[config.mk]
export PLATFORM = sky130hd
export DESIGN_NAME = ysyx_25040101_ifu
export DESIGN_NICKNAME = d
export VERILOG_FILES = /design/src/rtl/ysyx_25040101_ifu.sv
export SDC_FILE = /design/constraint.sdc
export NUM_CORES = 1
export LEC_CHECK = 0
export ABC_AREA = 1
export CAP_MARGIN = 15
export CORE_MARGIN = 10
export CORE_UTILIZATION = 30
export CTS_CLUSTER_DIAMETER = 200
export CTS_CLUSTER_SIZE = 16
export DETAILED_ROUTE_END_ITERATION = 12
export PLACE_DENSITY = 0.66
export SETUP_SLACK_MARGIN = 0.02
export SLEW_MARGIN = 20
export SYNTH_ARGS = -nofsm -noshare
export SYNTH_HDL_FRONTEND = slang
export SYNTH_SLANG_ARGS = --single-unit
[constraint.sdc]
create_clock -name clk -period 2.06 [get_ports clk]
set_input_delay 0.515 -clock clk [delete_from_list [all_inputs] [get_ports clk]]
set_output_delay 0.515 -clock clk [all_outputs]
set_load 0.01 [all_outputs]
[src/rtl/ysyx_25040101_ifu.sv]
// Multi-cycle instruction fetch unit: REQ -> WAIT -> HOLD, one word per instruction.
// Optional fetch timeout fault enabled by defining YSYX_25040101_IFU_TIMEOUT_EN.
module ysyx_25040101_ifu #(
   parameter logic [31:0] RESET_PC = 32'h8000_0000,
   parameter logic [15:0] TIMEOUT  = 16'd255
) (
   input  logic        clk,
   input  logic        rst,
   output logic        mem_req_valid_o,
   input  logic        mem_req_ready_i,
   output logic [31:0] mem_addr_o,
   input  logic        mem_rsp_valid_i,
   input  logic [31:0] mem_rsp_data_i,
   input  logic        mem_rsp_err_i,
   output logic        inst_valid_o,
   input  logic        inst_ready_i,
   output logic [31:0] inst_o,
   output logic [31:0] pc_o,
   input  logic [31:0] next_pc_i,
   output logic        fault_o,
   output logic [1:0]  fault_cause_o
);

   typedef enum logic [1:0] {
      ST_REQ  = 2'd0,
      ST_WAIT = 2'd1,
      ST_HOLD = 2'd2
   } state_t;

   localparam logic [1:0] CAUSE_NONE = 2'd0;
   localparam logic [1:0] CAUSE_MISA = 2'd1;
   localparam logic [1:0] CAUSE_BUS  = 2'd2;
   localparam logic [1:0] CAUSE_TMO  = 2'd3;

   state_t      state_r, state_nxt_s;
   logic [31:0] pc_r, pc_nxt_s;
   logic [31:0] inst_r, inst_nxt_s;
   logic        fault_r, fault_nxt_s;
   logic [1:0]  cause_r, cause_nxt_s;
   logic        misaligned_s;

`ifdef YSYX_25040101_IFU_TIMEOUT_EN
   logic [15:0] tmo_cnt_r, tmo_cnt_nxt_s;
`else
   logic [15:0] unused_timeout_s;
   assign unused_timeout_s = TIMEOUT;
`endif

   assign misaligned_s = (pc_r[1:0] != 2'b00);

   // Output decode: only state and PC registers feed these, never an input.
   assign mem_req_valid_o = (state_r == ST_REQ) && !misaligned_s;
   assign inst_valid_o    = (state_r == ST_HOLD);
   assign mem_addr_o      = pc_r;
   assign pc_o            = pc_r;
   assign inst_o          = inst_r;
   assign fault_o         = fault_r;
   assign fault_cause_o   = cause_r;

   // Next-state and slot-capture logic.
   always_comb begin
      state_nxt_s = state_r;
      pc_nxt_s    = pc_r;
      inst_nxt_s  = inst_r;
      fault_nxt_s = fault_r;
      cause_nxt_s = cause_r;
`ifdef YSYX_25040101_IFU_TIMEOUT_EN
      tmo_cnt_nxt_s = tmo_cnt_r;
`endif
      case (state_r)
         ST_REQ: begin
            if (misaligned_s) begin
               state_nxt_s = ST_HOLD;
               inst_nxt_s  = 32'h0000_0000;
               fault_nxt_s = 1'b1;
               cause_nxt_s = CAUSE_MISA;
            end else if (mem_req_ready_i) begin
               state_nxt_s = ST_WAIT;
`ifdef YSYX_25040101_IFU_TIMEOUT_EN
               tmo_cnt_nxt_s = 16'd0;
`endif
            end else begin
               state_nxt_s = ST_REQ;
            end
         end
         ST_WAIT: begin
            if (mem_rsp_valid_i) begin
               state_nxt_s = ST_HOLD;
               if (mem_rsp_err_i) begin
                  inst_nxt_s  = 32'h0000_0000;
                  fault_nxt_s = 1'b1;
                  cause_nxt_s = CAUSE_BUS;
               end else begin
                  inst_nxt_s  = mem_rsp_data_i;
                  fault_nxt_s = 1'b0;
                  cause_nxt_s = CAUSE_NONE;
               end
`ifdef YSYX_25040101_IFU_TIMEOUT_EN
            // The limit fires on the WAIT cycle whose increment would reach TIMEOUT.
            end else if (tmo_cnt_r == (TIMEOUT - 16'd1)) begin
               state_nxt_s = ST_HOLD;
               inst_nxt_s  = 32'h0000_0000;
               fault_nxt_s = 1'b1;
               cause_nxt_s = CAUSE_TMO;
            end else begin
               tmo_cnt_nxt_s = tmo_cnt_r + 16'd1;
            end
`else
            end else begin
               state_nxt_s = ST_WAIT;
            end
`endif
         end
         ST_HOLD: begin
            if (inst_ready_i) begin
               state_nxt_s = ST_REQ;
               pc_nxt_s    = next_pc_i;
            end else begin
               state_nxt_s = ST_HOLD;
            end
         end
         default: begin
            state_nxt_s = ST_REQ;
         end
      endcase
   end

   // State and slot registers with synchronous reset.
   always_ff @(posedge clk) begin
      if (rst) begin
         state_r <= ST_REQ;
         pc_r    <= RESET_PC;
         inst_r  <= 32'h0000_0000;
         fault_r <= 1'b0;
         cause_r <= CAUSE_NONE;
`ifdef YSYX_25040101_IFU_TIMEOUT_EN
         tmo_cnt_r <= 16'd0;
`endif
      end else begin
         state_r <= state_nxt_s;
         pc_r    <= pc_nxt_s;
         inst_r  <= inst_nxt_s;
         fault_r <= fault_nxt_s;
         cause_r <= cause_nxt_s;
`ifdef YSYX_25040101_IFU_TIMEOUT_EN
         tmo_cnt_r <= tmo_cnt_nxt_s;
`endif
      end
   end

endmodule

==> flow_metrics.py <==
metrics = {
    "synth": {
        "synth_cell_types": 19,
        "synth_top_family_by_area": "simple AND/OR/NAND/NOR gates",
        "synth_area_per_cell_um2": 7.16,
        "netlist_area_mm2": 0.00324,
        "synth_area_leaders": "dfxtp_1 43%, nand2_1 12%, a21oi_1 9.6%",
        "yosys.area.top_type": "dfxtp_1",
        "yosys.area_share.simple_pct": 33.8,
        "synth-seq-cells": 69,
        "synth_xor_area_share_pct": 0,
        "synth_compound_area_share_pct": 10.0,
        "yosysWarnings": 0,
        "syn_nets": 522,
        "ys_seq_area_share_pct": 42.7,
        "synthAdderAreaFrac_pct": 0,
        "synth_cells": 452,
        "synth_edf_count": 0,
        "yosys_most_used_dff": "dfxtp_1",
        "ys_async_sr_fraction_pct": 0,
        "synthMuxAreaShare_pct": 0,
        "synth_top_area_share_pct": 42.7,
    },
    "drt": {
        "route.detailed.drc": 0,
        "first_pass_iters": 4,
        "vias_per_cell": 4.61,
        "drt.antenna.violating_nets": 0,
        "routed_wirelength_mm": 10.8,
        "wl_per_cell_um": 15.0,
        "vias": 3308,
        "first_iter_violations": 218,
    },
    "setup_path": {
        "reg2regPathDepth": 6,
        "endpoint_kind": "output port",
        "r2r_slack_ns": 0.53,
        "cp.required_ns": 1.54,
        "worstPathArrival_ns": 1.28,
        "worstReg2RegStart": "state_r[0]",
        "crit_type": "flop to output port",
        "cp_max_fo": 3,
        "reg2reg_to": "inst_o[29]",
        "critPathLaunchType": "flop",
    },
    "clocking": {
        "clock-sinks": 69,
        "htree_levels": 3,
        "cts.clk_slew.worst_paths_ns": 0.08,
        "clk_latency_ns": 0.33,
        "tritoncts": "done",
        "cts_made_buffers": 9,
        "cts-root-buf": "clkbuf_8",
        "post-cts-setup-buffers": 0,
        "clock_path_buffers": 2,
    },
    "global_routing": {
        "antenna_found_initial": 0,
        "grt_max_degree": 42,
        "grt_pass1_vias": 3245,
        "grt_pass1_wl_mm": 16.8,
        "grt_use_total_pct": 13.4,
        "grt_overflow_total": 0,
    },
    "sta": {
        "period_minus_slack_ns": 1.80,
        "finClkSkew_ns": 0.0136,
        "setup_viol": 0,
        "hold_violations": 0,
        "tns_ns": 0,
        "fmax_ghz": 0.557,
        "rsz0062_at_grt": "false",
        "layout_setup_ws_ns": 0.264,
        "fin_crit_sh_pct": 87.2,
        "worst_pin_slew_ns": 0.412,
        "relSlewSlack_pct": 72.4,
        "slew_viol_final": 0,
    },
    "status": {
        "status": "completed",
    },
    "placed_design": {
        "io_buffer_count": 170,
        "dp_hpwl_mm": 7.97,
        "pre_cts_ws_ns": 0.208,
        "gp_congestion": 0.760,
    },
    "finish": {
        "n_fill_cell": 1042,
        "multi_input_area_mm2": 0.00142,
        "seq_area_mm2": 0.00138,
        "fin_nets": 648,
        "diodes": 0,
        "drive_above_1_share_pct": 5.67,
        "synthToLayoutAreaGrowth_pct": 55.9,
    },
    "floorplanning": {
        "rows": 37,
        "die_y_um": 124,
        "initial_core_util_pct": 31.1,
        "ios": 171,
        "core-area_mm2": 0.0104,
        "die-width_um": 124,
        "dieArea_mm2": 0.0153,
    },
    "pwr": {
        "swShare_pct": 27.8,
        "powerDensity_mw_per_mm2": 745,
        "power.switching_mw": 1.04,
        "leakage_nw": 1.98,
        "p_clk_share_pct": 32.1,
        "seqPwrFrac_pct": 40.9,
        "peakVddDrop_mv": 0.418,
        "p_int_mw": 2.71,
        "pwr-share-comb_pct": 27.0,
    },
    "worst_hold_path": {
        "hold_class": "flop to flop",
        "worstHoldEndpoint": "fault_cause_o[0]",
        "whs_path_depth": 2,
        "min_from": "fault_cause_o[0]",
    },
    "run": {
        "drv_cap": 0,
    },
}
==> sequential cells by signal (all words and copies together), names as in the netlist <==
name,flops
mem_addr_o,32
fault_cause_o,2
inst_o,32
fault_o,1
state_r,2
==> worst max path at each step <==
stage | from | to | slack (ns)
finish | mem_addr_o[1] | mem_req_valid_o | 0.26
floorplan | state_r[1] | inst_valid_o | 0.76
global route | mem_addr_o[0] | mem_req_valid_o | 0.16
global placement | mem_rsp_valid_i | inst_o[25] | 0.22
detailed placement | mem_rsp_valid_i | inst_o[15] | 0.21
CTS | state_r[1] | inst_valid_o | 0.03
==> kinds of logic after synthesis <==
logic type	after synthesis
and+or+nand+nor	243
buffers and inverters	75
DFF	69
AOI/OAI and AO/OA	65
==> routing by layer <==
metal,vias to the layer above,GRT usage [%],routed length (µm)
met5,-,0,0
met4,0,3.53,112
met3,11,5.70,1260
met2,135,20.1,4630
met1,1484,17.3,4790
li1,1678,-,-
==> critical path, stage by stage (launching register included) <==
cell and delay, ns:
dfxtp_1 0.33, inv_1 0.07, nand2_1 0.10, nor3_1 0.15, dlygate4sd2_1 0.30
==> placed cells by master, fill, tap and decap left out, types with 2 or more instances in the layout <==
cell type | Yosys | routed
a21oi_1 | 62 | 62
buf_12 | 0 | 3
buf_4 | 35 | 9
bufinv_16 | 0 | 2
clkbuf_8 | 0 | 10
clkdlybuf4s50_1 | 0 | 168
dfxtp_1 | 69 | 68
inv_1 | 6 | 6
nand2_1 | 100 | 99
nand3_1 | 37 | 37
nand3b_1 | 29 | 29
nor2_1 | 69 | 69
nor2_2 | 2 | 2
nor3_1 | 2 | 2
o21ai_0 | 3 | 3
==> cells in the mapped netlist, types with 2 or more instances <==
| library cell | number |
|---|---|
| inv_1 | 6 |
| nand3_1 | 37 |
| dfxtp_1 | 69 |
| nand3b_1 | 29 |
| o21ai_0 | 3 |
| buf_4 | 35 |
| nand2_1 | 100 |
| a21oi_1 | 62 |
| nor2_2 | 2 |
| nor3_1 | 2 |
| nor2_1 | 69 |
| clkbuf_1 | 12 |
| buf_2 | 20 |
==> timing repair <==
action	4_1_cts	5_1_grt
hold endpoints to repair	0	0
gates resized for setup	2	1
setup endpoints to repair	2	1
hold buffers	0	0
==> power groups by stage <==
stage	Combinational (mW)	Sequential (mW)	Clock, mW
finish	1.02	1.54	1.21
global route	1.13	1.55	1.31
CTS	1.03	1.54	1.24
detailed placement	1.03	1.57	0
global placement	1.01	1.56	0
floorplan	0.471	1.61	0
==> metrics by stage <==
stage,area [µm²],std cells,total power [mW],hold slack [ns],util [%]
final,5050,718,3.76,0.471,48.5
after CTS,5050,718,3.81,0.474,48.4
after floorplan,3240,452,2.08,0.484,-
after detailed placement,4830,703,2.59,0.462,46.4
after global placement,4830,703,2.57,0.456,46.4
after global routing,5050,718,3.99,0.496,48.5
==> final cells by class <==
type	count	share of cell area, %
timing repair buffer	182	36.3
multi-input combinational	308	28.2
sequential	69	27.4
tap	136	3.37
clock buffer	11	2.80
clock inverter	4	1.44
inverter	8	0.595
Note: power is estimated with default switching activity, not from simulation.
